===== config.mk =====
export PLATFORM = sky130hd
export DESIGN_NAME = count_job_scheduler
export DESIGN_NICKNAME = d
export VERILOG_FILES = /design/src/rtl/count_sched_pkg.sv /design/src/rtl/count_job_scheduler_rr_arbiter.sv /design/src/rtl/count_job_scheduler.sv
export SDC_FILE = /design/constraint.sdc
export NUM_CORES = 1
export LEC_CHECK = 0
export ABC_AREA = 1
export ABC_CLOCK_PERIOD_IN_PS = 2530
export BUFFER_PORTS_ARGS = -buffer_cell sky130_fd_sc_hd__buf_4
export CAP_MARGIN = 20
export CORE_MARGIN = 2
export CORE_UTILIZATION = 51
export DETAILED_ROUTE_END_ITERATION = 10
export HOLD_SLACK_MARGIN = 0.02
export PLACE_DENSITY_LB_ADDON = 0.3
export SLEW_MARGIN = 10
export SYNTH_ARGS = -nofsm -noshare
export SYNTH_HDL_FRONTEND = slang
export SYNTH_SLANG_ARGS = --single-unit

===== constraint.sdc =====
create_clock -name clk -period 2.53 [get_ports clk]
set_input_delay 0.506 -clock clk [delete_from_list [all_inputs] [get_ports clk]]
set_output_delay 0.506 -clock clk [all_outputs]
set_load 0.01 [all_outputs]

===== src/rtl/count_sched_pkg.sv =====
// Shared types and constants for the count job scheduler and its arbiter.
// The pointer helper keeps the round-robin wrap rule in one place.
package count_sched_pkg;

   localparam int NUM_W      = 4;
   localparam int CNT_W      = 8;
   localparam int N_REQ_DEF  = 4;
   localparam int STEP_W_DEF = 5;

   typedef enum logic [1:0] {
      ST_IDLE    = 2'd0,
      ST_RUN     = 2'd1,
      ST_CAPTURE = 2'd2,
      ST_DONE    = 2'd3
   } sched_state_e;

   // Priority moves to the requester just after the one granted.
   function automatic int rr_next(input int idx, input int n);
      if (idx >= n - 1) begin
         return 0;
      end else begin
         return idx + 1;
      end
   endfunction

endpackage


===== src/rtl/count_job_scheduler_rr_arbiter.sv =====
// Combinational round-robin arbiter: picks the first active request at or
// after the priority pointer and returns it one-hot plus as an index.
module rr_arbiter
   import count_sched_pkg::*;
#(
   parameter int N_REQ = N_REQ_DEF,
   parameter int IDX_W = $clog2(N_REQ)
) (
   input  logic [N_REQ-1:0] req_i,
   input  logic [IDX_W-1:0] ptr_i,
   output logic [N_REQ-1:0] gnt_o,
   output logic [IDX_W-1:0] idx_o,
   output logic             valid_o
);

   int         sum;
   logic [IDX_W-1:0] cand;
   logic             found;

   // Scan requesters in priority order starting from the pointer.
   always_comb begin
      gnt_o   = '0;
      idx_o   = '0;
      found   = 1'b0;
      sum     = 0;
      cand    = '0;
      for (int k = 0; k < N_REQ; k++) begin
         sum = int'(ptr_i) + k;
         if (sum >= N_REQ) begin
            sum = sum - N_REQ;
         end else begin
            sum = sum;
         end
         cand = IDX_W'(sum);
         if (!found && req_i[cand]) begin
            found       = 1'b1;
            gnt_o[cand] = 1'b1;
            idx_o       = cand;
         end else begin
            found = found;
         end
      end
      valid_o = found;
   end

endmodule


===== src/rtl/count_job_scheduler.sv =====
// Time-shares one accumulating counter datapath between N_REQ requesters:
// round-robin grant, run for the requested steps, capture and return result.
module count_job_scheduler
   import count_sched_pkg::*;
#(
   parameter int N_REQ  = N_REQ_DEF,
   parameter int STEP_W = STEP_W_DEF
) (
   input  logic                    clk,
   input  logic                    rst_n,
   input  logic [N_REQ-1:0]        req_i,
   input  logic [NUM_W*N_REQ-1:0]  req_number_i,
   input  logic [STEP_W*N_REQ-1:0] req_steps_i,
   output logic [N_REQ-1:0]        grant_o,
   output logic [N_REQ-1:0]        done_o,
   output logic [CNT_W-1:0]        result_count_o,
   output logic                    result_ovf_o,
   output logic                    busy_o,
   output logic                    dp_start_o,
   output logic [NUM_W-1:0]        dp_number_o,
   input  logic [CNT_W-1:0]        dp_count_i,
   input  logic                    dp_overflow_i
);

   localparam int IDX_W = $clog2(N_REQ);

   sched_state_e      state_q;
   logic [IDX_W-1:0]  ptr_q;
   logic [IDX_W-1:0]  ptr_d;
   logic [N_REQ-1:0]  owner_q;
   logic [N_REQ-1:0]  grant_q;
   logic [N_REQ-1:0]  done_q;
   logic [NUM_W-1:0]  num_q;
   logic [STEP_W-1:0] cnt_q;
   logic [CNT_W-1:0]  res_cnt_q;
   logic              res_ovf_q;
   logic              busy_q;
   logic              dp_start_q;
   logic [NUM_W-1:0]  dp_number_q;

   logic [N_REQ-1:0]  win_oh_s;
   logic [IDX_W-1:0]  win_idx_s;
   logic              win_valid_s;
   logic [NUM_W-1:0]  num_sel_s;
   logic [STEP_W-1:0] steps_sel_s;

   rr_arbiter #(
      .N_REQ (N_REQ),
      .IDX_W (IDX_W)
   ) u_arb (
      .req_i   (req_i),
      .ptr_i   (ptr_q),
      .gnt_o   (win_oh_s),
      .idx_o   (win_idx_s),
      .valid_o (win_valid_s)
   );

   // One-hot mux of the winner's number and step count.
   always_comb begin
      num_sel_s   = '0;
      steps_sel_s = '0;
      for (int i = 0; i < N_REQ; i++) begin
         if (win_oh_s[i]) begin
            num_sel_s   = num_sel_s   | req_number_i[i*NUM_W +: NUM_W];
            steps_sel_s = steps_sel_s | req_steps_i[i*STEP_W +: STEP_W];
         end else begin
            num_sel_s   = num_sel_s;
            steps_sel_s = steps_sel_s;
         end
      end
      ptr_d = IDX_W'(rr_next(int'(win_idx_s), N_REQ));
   end

   // Scheduler FSM. The grant cycle is the second IDLE cycle: req is not
   // resampled while grant_q is high, so a held request is not re-served.
   always_ff @(posedge clk or negedge rst_n) begin
      if (!rst_n) begin
         state_q     <= ST_IDLE;
         ptr_q       <= '0;
         owner_q     <= '0;
         grant_q     <= '0;
         done_q      <= '0;
         num_q       <= '0;
         cnt_q       <= '0;
         res_cnt_q   <= '0;
         res_ovf_q   <= 1'b0;
         busy_q      <= 1'b0;
         dp_start_q  <= 1'b0;
         dp_number_q <= '0;
      end else begin
         grant_q <= '0;
         done_q  <= '0;
         case (state_q)
            ST_IDLE: begin
               if (grant_q != '0) begin
                  busy_q     <= 1'b1;
                  dp_start_q <= 1'b1;
                  if (cnt_q != '0) begin
                     state_q     <= ST_RUN;
                     dp_number_q <= num_q;
                  end else begin
                     state_q     <= ST_CAPTURE;
                     dp_number_q <= '0;
                  end
               end else if (win_valid_s) begin
                  grant_q <= win_oh_s;
                  owner_q <= win_oh_s;
                  num_q   <= num_sel_s;
                  cnt_q   <= steps_sel_s;
                  ptr_q   <= ptr_d;
               end else begin
                  state_q <= ST_IDLE;
               end
            end
            ST_RUN: begin
               cnt_q <= cnt_q - STEP_W'(1);
               if (cnt_q == STEP_W'(1)) begin
                  state_q     <= ST_CAPTURE;
                  dp_number_q <= '0;
               end else begin
                  state_q <= ST_RUN;
               end
            end
            ST_CAPTURE: begin
               res_cnt_q  <= dp_count_i;
               res_ovf_q  <= dp_overflow_i;
               done_q     <= owner_q;
               dp_start_q <= 1'b0;
               state_q    <= ST_DONE;
            end
            ST_DONE: begin
               busy_q  <= 1'b0;
               state_q <= ST_IDLE;
            end
            default: begin
               state_q     <= ST_IDLE;
               busy_q      <= 1'b0;
               dp_start_q  <= 1'b0;
               dp_number_q <= '0;
            end
         endcase
      end
   end

   assign grant_o        = grant_q;
   assign done_o         = done_q;
   assign result_count_o = res_cnt_q;
   assign result_ovf_o   = res_ovf_q;
   assign busy_o         = busy_q;
   assign dp_start_o     = dp_start_q;
   assign dp_number_o    = dp_number_q;

endmodule


Yosys cells after proc, flatten, opt, wreduce, memory -nomap -nowiden

Index checks and enable logic that the tools add are counted.

Flip-flop bits (word level): 40
Bits in latches: 0
Memory bits (writable): 0
ROM bits: 0
Memories: 0

$add $sub $neg: 9
Multipliers: 0
Div/mod/pow operators: 0
$lt $le $gt $ge: 13
Equality and inequality tests: 9
Shift operators: 0
Multiplexer cells: 60
Bitwise logic cells: 10
Reductions and logical operators: 21

Operators by type and width:

| kind                | number |
|---|---|
| $mux 4              | 15 |
| $mux 5              | 6 |
| $mux 2              | 13 |
| $or 4x4->4          | 6 |
| $or 5x5->5          | 3 |
| $mux 1              | 13 |
| $lt 2x3->1 const B  | 4 |
| $pmux 5 s2          | 1 |
| $ge 3x3->1 const B  | 3 |
| $reduce_and 3->1    | 3 |
| $bmux 1 s2          | 4 |
| $demux 1 s2         | 4 |
| $ge 2x1->1 const B  | 4 |
| $pmux 2 s4          | 1 |
| $pmux 4 s2          | 1 |
| $sub 2x1->2 const B | 4 |
| $logic_and 1x1->1   | 7 |
| $add 2x2->3 const B | 2 |
| $ne 2x2->1 const B  | 3 |
| $reduce_bool 2->1   | 3 |
| $eq 5x1->1 const B  | 1 |
| $reduce_bool 5->1   | 1 |
| $sub 5x1->5 const B | 1 |
| $eq 2x2->1 const B  | 2 |
| 13 further kinds    | 17 |

Depth between registers and ports, before layout

Gate-level depths: netlist of the first run.

Depth in word-level cells: 24
Depth in mapped cells: 14
Depth with buffers taken out: 13

By module

Synthesis of the first run repeated with hierarchy kept, for this count alone.

Cell total of the unflattened synthesis: 308
Area, all modules: 2279.7 um2

By module, submodules not included:

| module              | instances | cells an instance | area each (um2) | seq. area each (um2) |
|---|---|---|---|---|
| count_job_scheduler | 1         | 234               | 1839.3          | 1001.0 |
| rr_arbiter          | 1         | 74                | 440.4           | 0.0 |

Least setup slack after synthesis of the first run

Ideal clock, no wire load.

Kind: reg-to-reg
Start point: register with a tool-made name
End point: register ptr_q[1]
Data arrival time: 1913 ps
Required time: 2414 ps
Path slack: 501 ps
Stages on the path, launching flop included: 13
Clock period less this slack: 2029 ps
Path through: dfrtp_1 inv_2 ha_1 inv_1 nand3_1 nand2_2 nor2_4 nor2_1 o22ai_1 o21ai_0 xnor2_1 nand2_1 nand2_1

RTL lines:

| item                 | line                       | text |
|---|---|---|
| to (signal assigned) | count_job_scheduler.sv:110 | `ptr_q <= ptr_d;` |
| to (decl)            | count_job_scheduler.sv:28  | `logic [IDX_W-1:0] ptr_q;` |

Worst setup path in the final report of the first run

Start point: register ptr_q[1]
End point: register cnt_q[1]

Word-level cells in the longest chain between the ends: 24
Elaborated cells between the ends (all ways): 72
Those cells by class: add/sub (7); order compare (12); eq/ne (1); mux (35); bitwise (6); reduce/logical (11)

RTL lines:

| item                                                 | line                       | text |
|---|---|---|
| branches (longest 24 deep; another with $add 2x1->3) | -                          |  |
| to (signal assigned)                                 | count_job_scheduler.sv:109 | `cnt_q <= steps_sel_s;` |
| to (signal assigned)                                 | count_job_scheduler.sv:116 | `cnt_q <= cnt_q - STEP_W'(1);` |
| to (decl)                                            | count_job_scheduler.sv:34  | `logic [STEP_W-1:0] cnt_q;` |

Parallel ways; which one is timed is not known. The select of a mux whose other input is x is not followed.
A chain may end at the register's enable or synchronous reset.

==> results.cfg, run 1 <==
[run_status]
status = completed

[min_path]
hp-class = input pin to async pin

[grt]
grt_usage_pct = 22.28
grt-ovfl-total = 0
antenna_found_initial = 0
grt_max_degree = 41
grt_pass1_wl_um = 9170
grt_pass1_vias = 2077

[routing]
vias_per_cell = 5.147
ant_nets = 0
drt-total-wl_um = 5666
via_count = 2234
routedWlPerCell_um = 13.06
first_pass_iters = 4
drt_iter0_markers = 152
route.detailed.drc = 0

[yosys]
yosysMostFrequentCell = nand2_1
seq_area_frac_synth_pct = 41.32
yosysWarnings = 0
yosysTopAreaCell = dfrtp_1
yosys-top-cells-count = nand2_1 (111), dfrtp_1 (40), inv_1 (27)
synthArstFlopShare_pct = 100.0
synth_top_area_share_pct = 41.32
synth-edff-count = 0
synth_cell_types = 35
ys_ff_latch = 40
yosys-top-cells-area = dfrtp_1 (41%), nand2_1 (17%), inv_1 (4.2%)
netlist_instances = 302
synth_nets = 361
ys.flop_type = dfrtp_1
syn_area_sq_mm = 0.002422
synth_area_per_cell_sq_um = 8.021

[clock_tree]
cts.clk_slew.worst_paths_ps = 90
clock_latency_ps = 300
cts.sinks = 40
cts_buffers = 5
htreeDepth = 2
ctsRootBufferMaster = clkbuf_8
cts_buffer_depth = 2
cts_tree = done

[placed_design]
routabilityCongestion = 0.8368
place_hpwl_um = 4296
io_buffers = 73
place_ws_ps = 187.0
dp.cells = 426

[setup_path]
arrival_ps = 2480
end_kind = flop
r2r_slack_ps = 230
cp.required_ps = 2700
startpoint_type = flop
path_max_fanout = 10
max_stage_delay_ps = 460
crit_type = flop to flop
reg2reg_from = ptr_q[1]$_DFFE_PN0P_
r2r_cells = 12
r2r-end = cnt_q[1]$_DFFE_PN0P_
path_cells = inv_1 -> ha_1 -> inv_1 -> nand3_1 -> nand2_2 -> nor2_4 -> a21boi_2 -> nand3_2 -> nand2_1 -> nand3_1 -> o21ai_1 -> o21ai_1
critPathSlowestCell = dfrtp_2

[power_and_ir_drop]
p_total_mw = 4.317
vdd_drop_max_mv = 0.8443
cellPowerDensity_mw_per_mm2 = 1375
p_leak_nw = 1.658

[die]
dieWidth_um = 72.92
dieHeight_um = 72.92
io_pins = 74
coreArea_sq_mm = 0.004661
initial_core_util_pct = 51.97
die_area_sq_mm = 0.005317
num_rows = 25

[timing]
clock_skew_ps = 11.95
rsz0062_at_grt = false
finalHoldViolations = 0
setup_tns_ps = 0
whs_ps = 170.4
layout_setup_ws_ps = 226.4
final.min_clock_period_ps = 2304
fmax_mhz = 434.1
worst_slew_pin_slew_ps = 689.5
slew_viol_final = 0
setup_viol = 0
slew_headroom_pct = 53.87
fin_crit_sh_pct = 91.05

[final_layout]
fin_nets = 438
syn2layout_area_growth_pct = 29.60
final_cells = 434
diodes = 0
drive_gt1_share_pct = 32.11
fill_cells = 413

[run]
maxCapViolCount = 0
## per-stage QoR
step	utilization (%)	cell area [sq um]
2_1_floorplan	-	2422
6_report	67.36	3139
4_1_cts	67.30	3137
3_5_place_dp	64.70	3015
5_1_grt	67.36	3139
3_3_place_gp	64.70	3015
## cells by family (layout without fill, tap and decap cells)
logic type | Yosys count | count (layout) | share of synthesized area, %
compound gates | 38 | 38 | 10.49
xor+xnor | 2 | 2 | 0.7233
fa+ha+maj | 8 | 8 | 4.132
buf+inv | 35 | 113 | 5.992
flops | 40 | 40 | 41.32
simple gates | 179 | 179 | 37.34
## layout by cell type (no fill, tap or decap), types with 2 or more instances in the layout
cell type and count:
nor2_4 2, nand4_1 10, o21ai_1 5, inv_1 27, o21ai_2 8, dfrtp_1 38, o21ai_0 9, nor2_1 16
nand2_2 9, clkinv_1 2, nand2_4 2, nand3_1 15, nand3_4 5, inv_2 2, nand2_1 111, a21boi_2 2
a21boi_0 3, a21oi_1 6, a21oi_2 2, ha_1 8, buf_4 73, dfrtp_2 2, clkbuf_8 6, nand3_2 3
## power breakdown
group,internal [mW],switching [mW]
Clock,0.323,0.237
Combinational,0.997,1.70
Sequential,0.902,0.161
## area by class of cell
type / instances / area (sq um) / area share [%]
Clock buffer: 6 / 82.58 / 2.631
Inverter: 32 / 122.6 / 3.906
Timing Repair Buffer: 73 / 548.0 / 17.46
Tap cell: 54 / 67.56 / 2.152
Sequential cell: 40 / 1003 / 31.96
Multi-Input combinational cell: 227 / 1276 / 40.65
Clock inverter: 2 / 38.79 / 1.236
## layer usage
layer / up-vias / GRT usage, % / wire length [um]
met2: 48 / 39.09 / 2977
met4: 0 / 8.025 / 83
met5: - / 0 / 0
met3: 8 / 3.867 / 182
li1: 1128 / - / -
met1: 1050 / 27.40 / 2422
## flip-flops by register name, indices dropped and copies added, names as in the netlist, named ones only
| register | cells |
|---|---|
| dp_start_o | 1 |
| dp_number_o | 4 |
| owner_q | 4 |
| num_q | 4 |
| result_count_o | 8 |
| grant_o | 4 |
| ptr_q | 1 |
| done_o | 4 |
| state_q | 2 |
| cnt_q | 5 |
| busy_o | 1 |
| result_ovf_o | 1 |
## worst max-delay path, delay by kind of cell (launching register included)
kind	cells	cell delay, ps
AO/OA/AOI/OAI	3	350
adder cells (fa/ha/maj)	1	320
buffers and inverters	2	330
flip-flops	1	460
AND/OR/NAND/NOR	6	710
## how the worst max path moves through the flow
stage                                     from                   end  slack, ps
after floorplan                           flop  ptr_q[1]$_DFFE_PN0P_        500
after global placement                    flop  cnt_q[1]$_DFFE_PN0P_        270
after detailed placement                  flop  cnt_q[1]$_DFFE_PN0P_        190
after CTS                                 flop  cnt_q[1]$_DFFE_PN0P_        160
after global routing      ptr_q[1]$_DFFE_PN0P_  cnt_q[3]$_DFFE_PN0P_         10
final                     ptr_q[1]$_DFFE_PN0P_  cnt_q[1]$_DFFE_PN0P_        230
## what timing repair did
item | in CTS | in global routing
gates resized for setup | 0 | 2
hold buffers | 0 | 0
buffers inserted | 0 | 0
setup endpoints to repair | 0 | 5
(Power assumes the default switching activity.)
==> inputs of run 2 (changes only) <==
- ABC_CLOCK_PERIOD_IN_PS: 2530 -> 2100
- CORE_UTILIZATION: 51 -> 46
- clock period: 2.53 -> 2.1 ns (I/O delays scaled with it)
==> run 2 against run 1 <==
Non-clock buffer count is 5 higher. Combinational power is 27% higher. Die area is 10% higher. Flip-flop and latch count stayed put. Count of clock-buffer cells in the layout is 1 higher. Critical path depth is 1 higher. Sequential share of layout area is 0.90 points lower. Sequential power is 18% higher. Worst setup slack worse by 55 ps. Fmax is 19% higher. Core utilization is 4.3 points lower. Critical path type unchanged.
==> results.cfg, run 2 (synthesized netlist as in run 1, its figures left out) <==
[run_status]
status = completed

[timing]
finalHoldViolations = 0
final.min_clock_period_ps = 1928
setup_tns_ps = 0
slew_viol_final = 0
fmax_mhz = 518.6
fin_crit_sh_pct = 91.83
rsz0062_at_grt = false
worst_slew_pin_slew_ps = 506.6
layout_setup_ws_ps = 171.7
slew_headroom_pct = 66.19
setup_viol = 0
clock_skew_ps = 6.129

[grt]
grt_max_degree = 41
grt-ovfl-total = 0
grt_pass1_wl_um = 9646
antenna_found_initial = 0
grt_usage_pct = 20.32
grt_pass1_vias = 2190

[setup_path]
path_max_fanout = 10
r2r_slack_ps = 170
end_kind = flop
startpoint_type = flop
crit_type = flop to flop
arrival_ps = 2140
cp.required_ps = 2310

[die]
dieWidth_um = 76.57
io_pins = 74
coreArea_sq_mm = 0.005107
initial_core_util_pct = 47.43
die_area_sq_mm = 0.005862
dieHeight_um = 76.57
num_rows = 26

[final_layout]
diodes = 0
drive_gt1_share_pct = 33.25
largest_reg_flops = 8
layout_common_cells = nand2_1 (111), buf_4 (78), dfrtp_1 (40)
fin_nets = 443
syn2layout_area_growth_pct = 33.01
layout_commonest_cell = nand2_1

[clock_tree]
cts_tree = done
cts.clk_slew.worst_paths_ps = 70
ctsRootBufferMaster = clkbuf_8
postCtsHoldBufs = 0
htreeDepth = 2
cts_buffers = 5
cts_buffer_depth = 2
cts.sinks = 40
clock_latency_ps = 280

[placed_design]
place_hpwl_um = 4434
place_ws_ps = 96.27
io_buffers = 73
routabilityCongestion = 0.9174

[routing]
ant_nets = 0
drt-total-wl_um = 5718
drt_iter0_markers = 115
vias_per_cell = 4.949
route.detailed.drc = 0
first_pass_iters = 4
routedWlPerCell_um = 12.57
via_count = 2252

[min_path]
hp-class = input pin to async pin

[run]
maxCapViolCount = 0

[power_and_ir_drop]
vdd_drop_max_mv = 1.043
cellPowerDensity_mw_per_mm2 = 1656
p_leak_nw = 1.686
## run 2: power breakdown
part	total [mW]	internal, mW	switching (mW)
sequential	1.25	1.08	0.169
clock	0.678	0.419	0.259
combinational	3.41	1.30	2.10
## run 2: layout make-up
class                      instances  area (sq um)
clock buffer                       7         96.34
clock inverter                     1         30.03
fill                             448          1886
inverter                          32         122.6
multi-input combinational        227          1299
sequential                        40          1001
tap                               70         87.58
timing repair buffer              78         585.6
## run 2: final timing paths
kind,endpoint,from,cells after the start
min in group clk,result_count_o[3]$_DFFE_PN0P_,dp_count_i[3],3
max in group asynchronous,async pin,rst_n,1
setup reg to reg,cnt_q[4]$_DFFE_PN0P_,ptr_q[1]$_DFFE_PN0P_,13
hold reg to reg,result_count_o[6]$_DFFE_PN0P_,result_count_o[6]$_DFFE_PN0P_,2
setup / recovery,cnt_q[4]$_DFFE_PN0P_,ptr_q[1]$_DFFE_PN0P_,13
hold / removal,cnt_q[3]$_DFFE_PN0P_,rst_n,1
## run 2: worst max-delay path, stage by stage, from the launching register on
cell and delay (ps):
dfrtp_1 380, inv_1 110, ha_4 230, inv_2 70
nand3_1 90, nand2_2 110, nand3_2 110, nor2_4 180
nand2_2 80, nand3_4 160, nand2_1 70, nand2_1 70
o21ai_1 60, a21oi_1 130
## run 2: routing by layer
layer | track usage [%] | vias to the layer above | share of wire (%)
li1 | - | 1146 | -
met1 | 25.99 | 1057 | 43
met2 | 34.25 | 43 | 52
met3 | 4.028 | 6 | 3.5
met4 | 7.273 | 0 | 1.3
met5 | 0 | - | 0
## run 2: timing repair
action,CTS,global route
buffers inserted,0,0
gates resized for setup,0,4
endpoints found under the hold margin,0,0
endpoints found under the setup margin,0,21
## run 2: metrics by stage
step / hold WS, ps / instance area [sq um] / util (%) / power, mW / instances
finish: 101.0 / 3222 / 63.08 / 5.337 / 455
global route: 140.8 / 3222 / 63.08 / 5.815 / 455
CTS: 117.9 / 3199 / 62.64 / 5.307 / 455
detailed placement: 428.3 / 3073 / 60.17 / 4.615 / 447
global placement: 423.6 / 3073 / 60.17 / 4.533 / 447
floorplan: 124.4 / 2422 / - / 3.748 / 302
==> inputs of run 3 (changes only) <==
- REMOVE_ABC_BUFFERS: unset -> 1
==> run 3 against run 2 <==
Power increased by 6.3%. Count of clock-buffer cells in the layout decreased by 2. Largest power group unchanged. Critical endpoint is now cnt_q[0]$_DFFE_PN0P_. Sequential power about the same. Hold slack got worse by 20 ps.
==> results.cfg, run 3 (synthesized netlist as in run 1, its figures left out) <==
[grt]
grt_usage_pct = 21.71
grt_max_degree = 41
grt_pass1_wl_um = 10140
grt-ovfl-total = 0
antenna_found_initial = 0
grt_pass1_vias = 2198

[die]
die_area_sq_mm = 0.005862
dieWidth_um = 76.57
num_rows = 26
coreArea_sq_mm = 0.005107
dieHeight_um = 76.57
initial_core_util_pct = 47.43
io_pins = 74

[timing]
fin_crit_sh_pct = 95.87
fmax_mhz = 496.7
slew_headroom_pct = 48.21
clock_skew_ps = 4.009
whs_ps = 81.44
setup_viol = 0
final.min_clock_period_ps = 2013
slew_viol_final = 0
worst_slew_pin_slew_ps = 774.0
finalHoldViolations = 0

[clock_tree]
cts_buffers = 5
htreeDepth = 2
cts.sinks = 40
ctsRootBufferMaster = clkbuf_8
cts_tree = done
cts_buffer_depth = 2
postCtsHoldBufs = 0
cts.clk_slew.worst_paths_ps = 80
clock_latency_ps = 300

[setup_path]
startpoint_type = flop
max_stage_delay_ps = 400
end_kind = flop
path_max_fanout = 6
r2r-end = cnt_q[0]$_DFFE_PN0P_
cp.required_ps = 2340
arrival_ps = 2250
cp_num_buf_inv = 4
r2r_slack_ps = 90
path_delay_family = simple AND/OR/NAND/NOR gates
crit_type = flop to flop
critPathSlowestCell = dfrtp_1
r2r_cells = 15
path_cells = inv_2 -> ha_4 -> inv_2 -> nand3_1 -> nand2_2 -> nand3_4 -> nor2_4 -> buf_6 -> nand2_2 -> nand3_4 -> buf_6 -> nand2_1 -> nand4_1 -> nand2_1 -> nand3_1

[routing]
route.detailed.drc = 0
drt-total-wl_um = 6333
vias_per_cell = 4.972
routedWlPerCell_um = 13.68
first_pass_iters = 4
ant_nets = 0
via_count = 2302
drt_iter0_markers = 104

[final_layout]
fin_nets = 451
fill_cells = 445
drive_gt1_share_pct = 34.61
final_util_pct = 64.53
diodes = 0
syn2layout_area_growth_pct = 36.05
largest_reg_flops = 8
design_area_sq_mm = 0.003296
layout_commonest_cell = nand2_1
layout_common_cells = nand2_1 (111), buf_4 (83), dfrtp_1 (40)

[placed_design]
routabilityCongestion = 0.9232
io_buffers = 73
place_area_sq_mm = 0.003073
place_hpwl_um = 4632

[run_status]
status = completed

[power_and_ir_drop]
cellPowerDensity_mw_per_mm2 = 1721
p_leak_nw = 1.723
vdd_drop_max_mv = 1.393
p_total_mw = 5.671

[run]
maxCapViolCount = 0

[min_path]
hp-class = input pin to async pin
-- run 3: how the worst max path moves through the flow --
stage | from | end | slack (ps) | cells after the start
after floorplan | flop | ptr_q[1]$_DFFE_PN0P_ | 70 | 12
after global placement | flop | num_q[0]$_DFFE_PN0P_ | 180 | 13
after detailed placement | flop | cnt_q[4]$_DFFE_PN0P_ | 80 | 13
after CTS | flop | num_q[1]$_DFFE_PN0P_ | 50 | 13
after global routing | flop | num_q[0]$_DFFE_PN0P_ | -20 | 15
final | flop | cnt_q[0]$_DFFE_PN0P_ | 90 | 15
-- run 3: report_power, final --
part           switching (mW)  total [mW]  internal [mW]
registers               0.163        1.25           1.08
clock network           0.299       0.657          0.358
logic                    2.23        3.77           1.54
total                    2.69        5.67           2.98
-- run 3: timing repair --
action	4_1_cts	5_1_grt
resized for setup	0	11
buffers inserted	0	8
endpoints found under the setup margin	0	10
-- run 3: layer usage --
| layer | global-route usage (%) | share of wire [%] | up-vias |
|---|---|---|---|
| li1 | - | - | 1158 |
| met1 | 25.95 | 41 | 1082 |
| met2 | 38.94 | 54 | 46 |
| met3 | 3.555 | 2.6 | 16 |
| met4 | 8.364 | 2.5 | 0 |
| met5 | 0 | 0 | - |
-- run 3: area by class of cell --
type                            instances  area (sq um)  area share (%)
Multi-Input combinational cell        227          1304           39.56
Sequential cell                        40          1001           30.37
Tap cell                               70         87.58           2.658
Timing Repair Buffer                   86         665.6           20.20
Clock buffer                            5         68.82           2.088
Clock inverter                          3         46.29           1.405
Inverter                               32         122.6           3.721
-- run 3: per-stage QoR --
stage	TNS [ps]	cells	setup WS, ps
2_1_floorplan	0	299	69.53
3_3_place_gp	0	447	179.1
3_5_place_dp	0	447	78.15
4_1_cts	0	455	50.11
5_1_grt	-43.54	463	-22.67
6_report	0	463	86.66
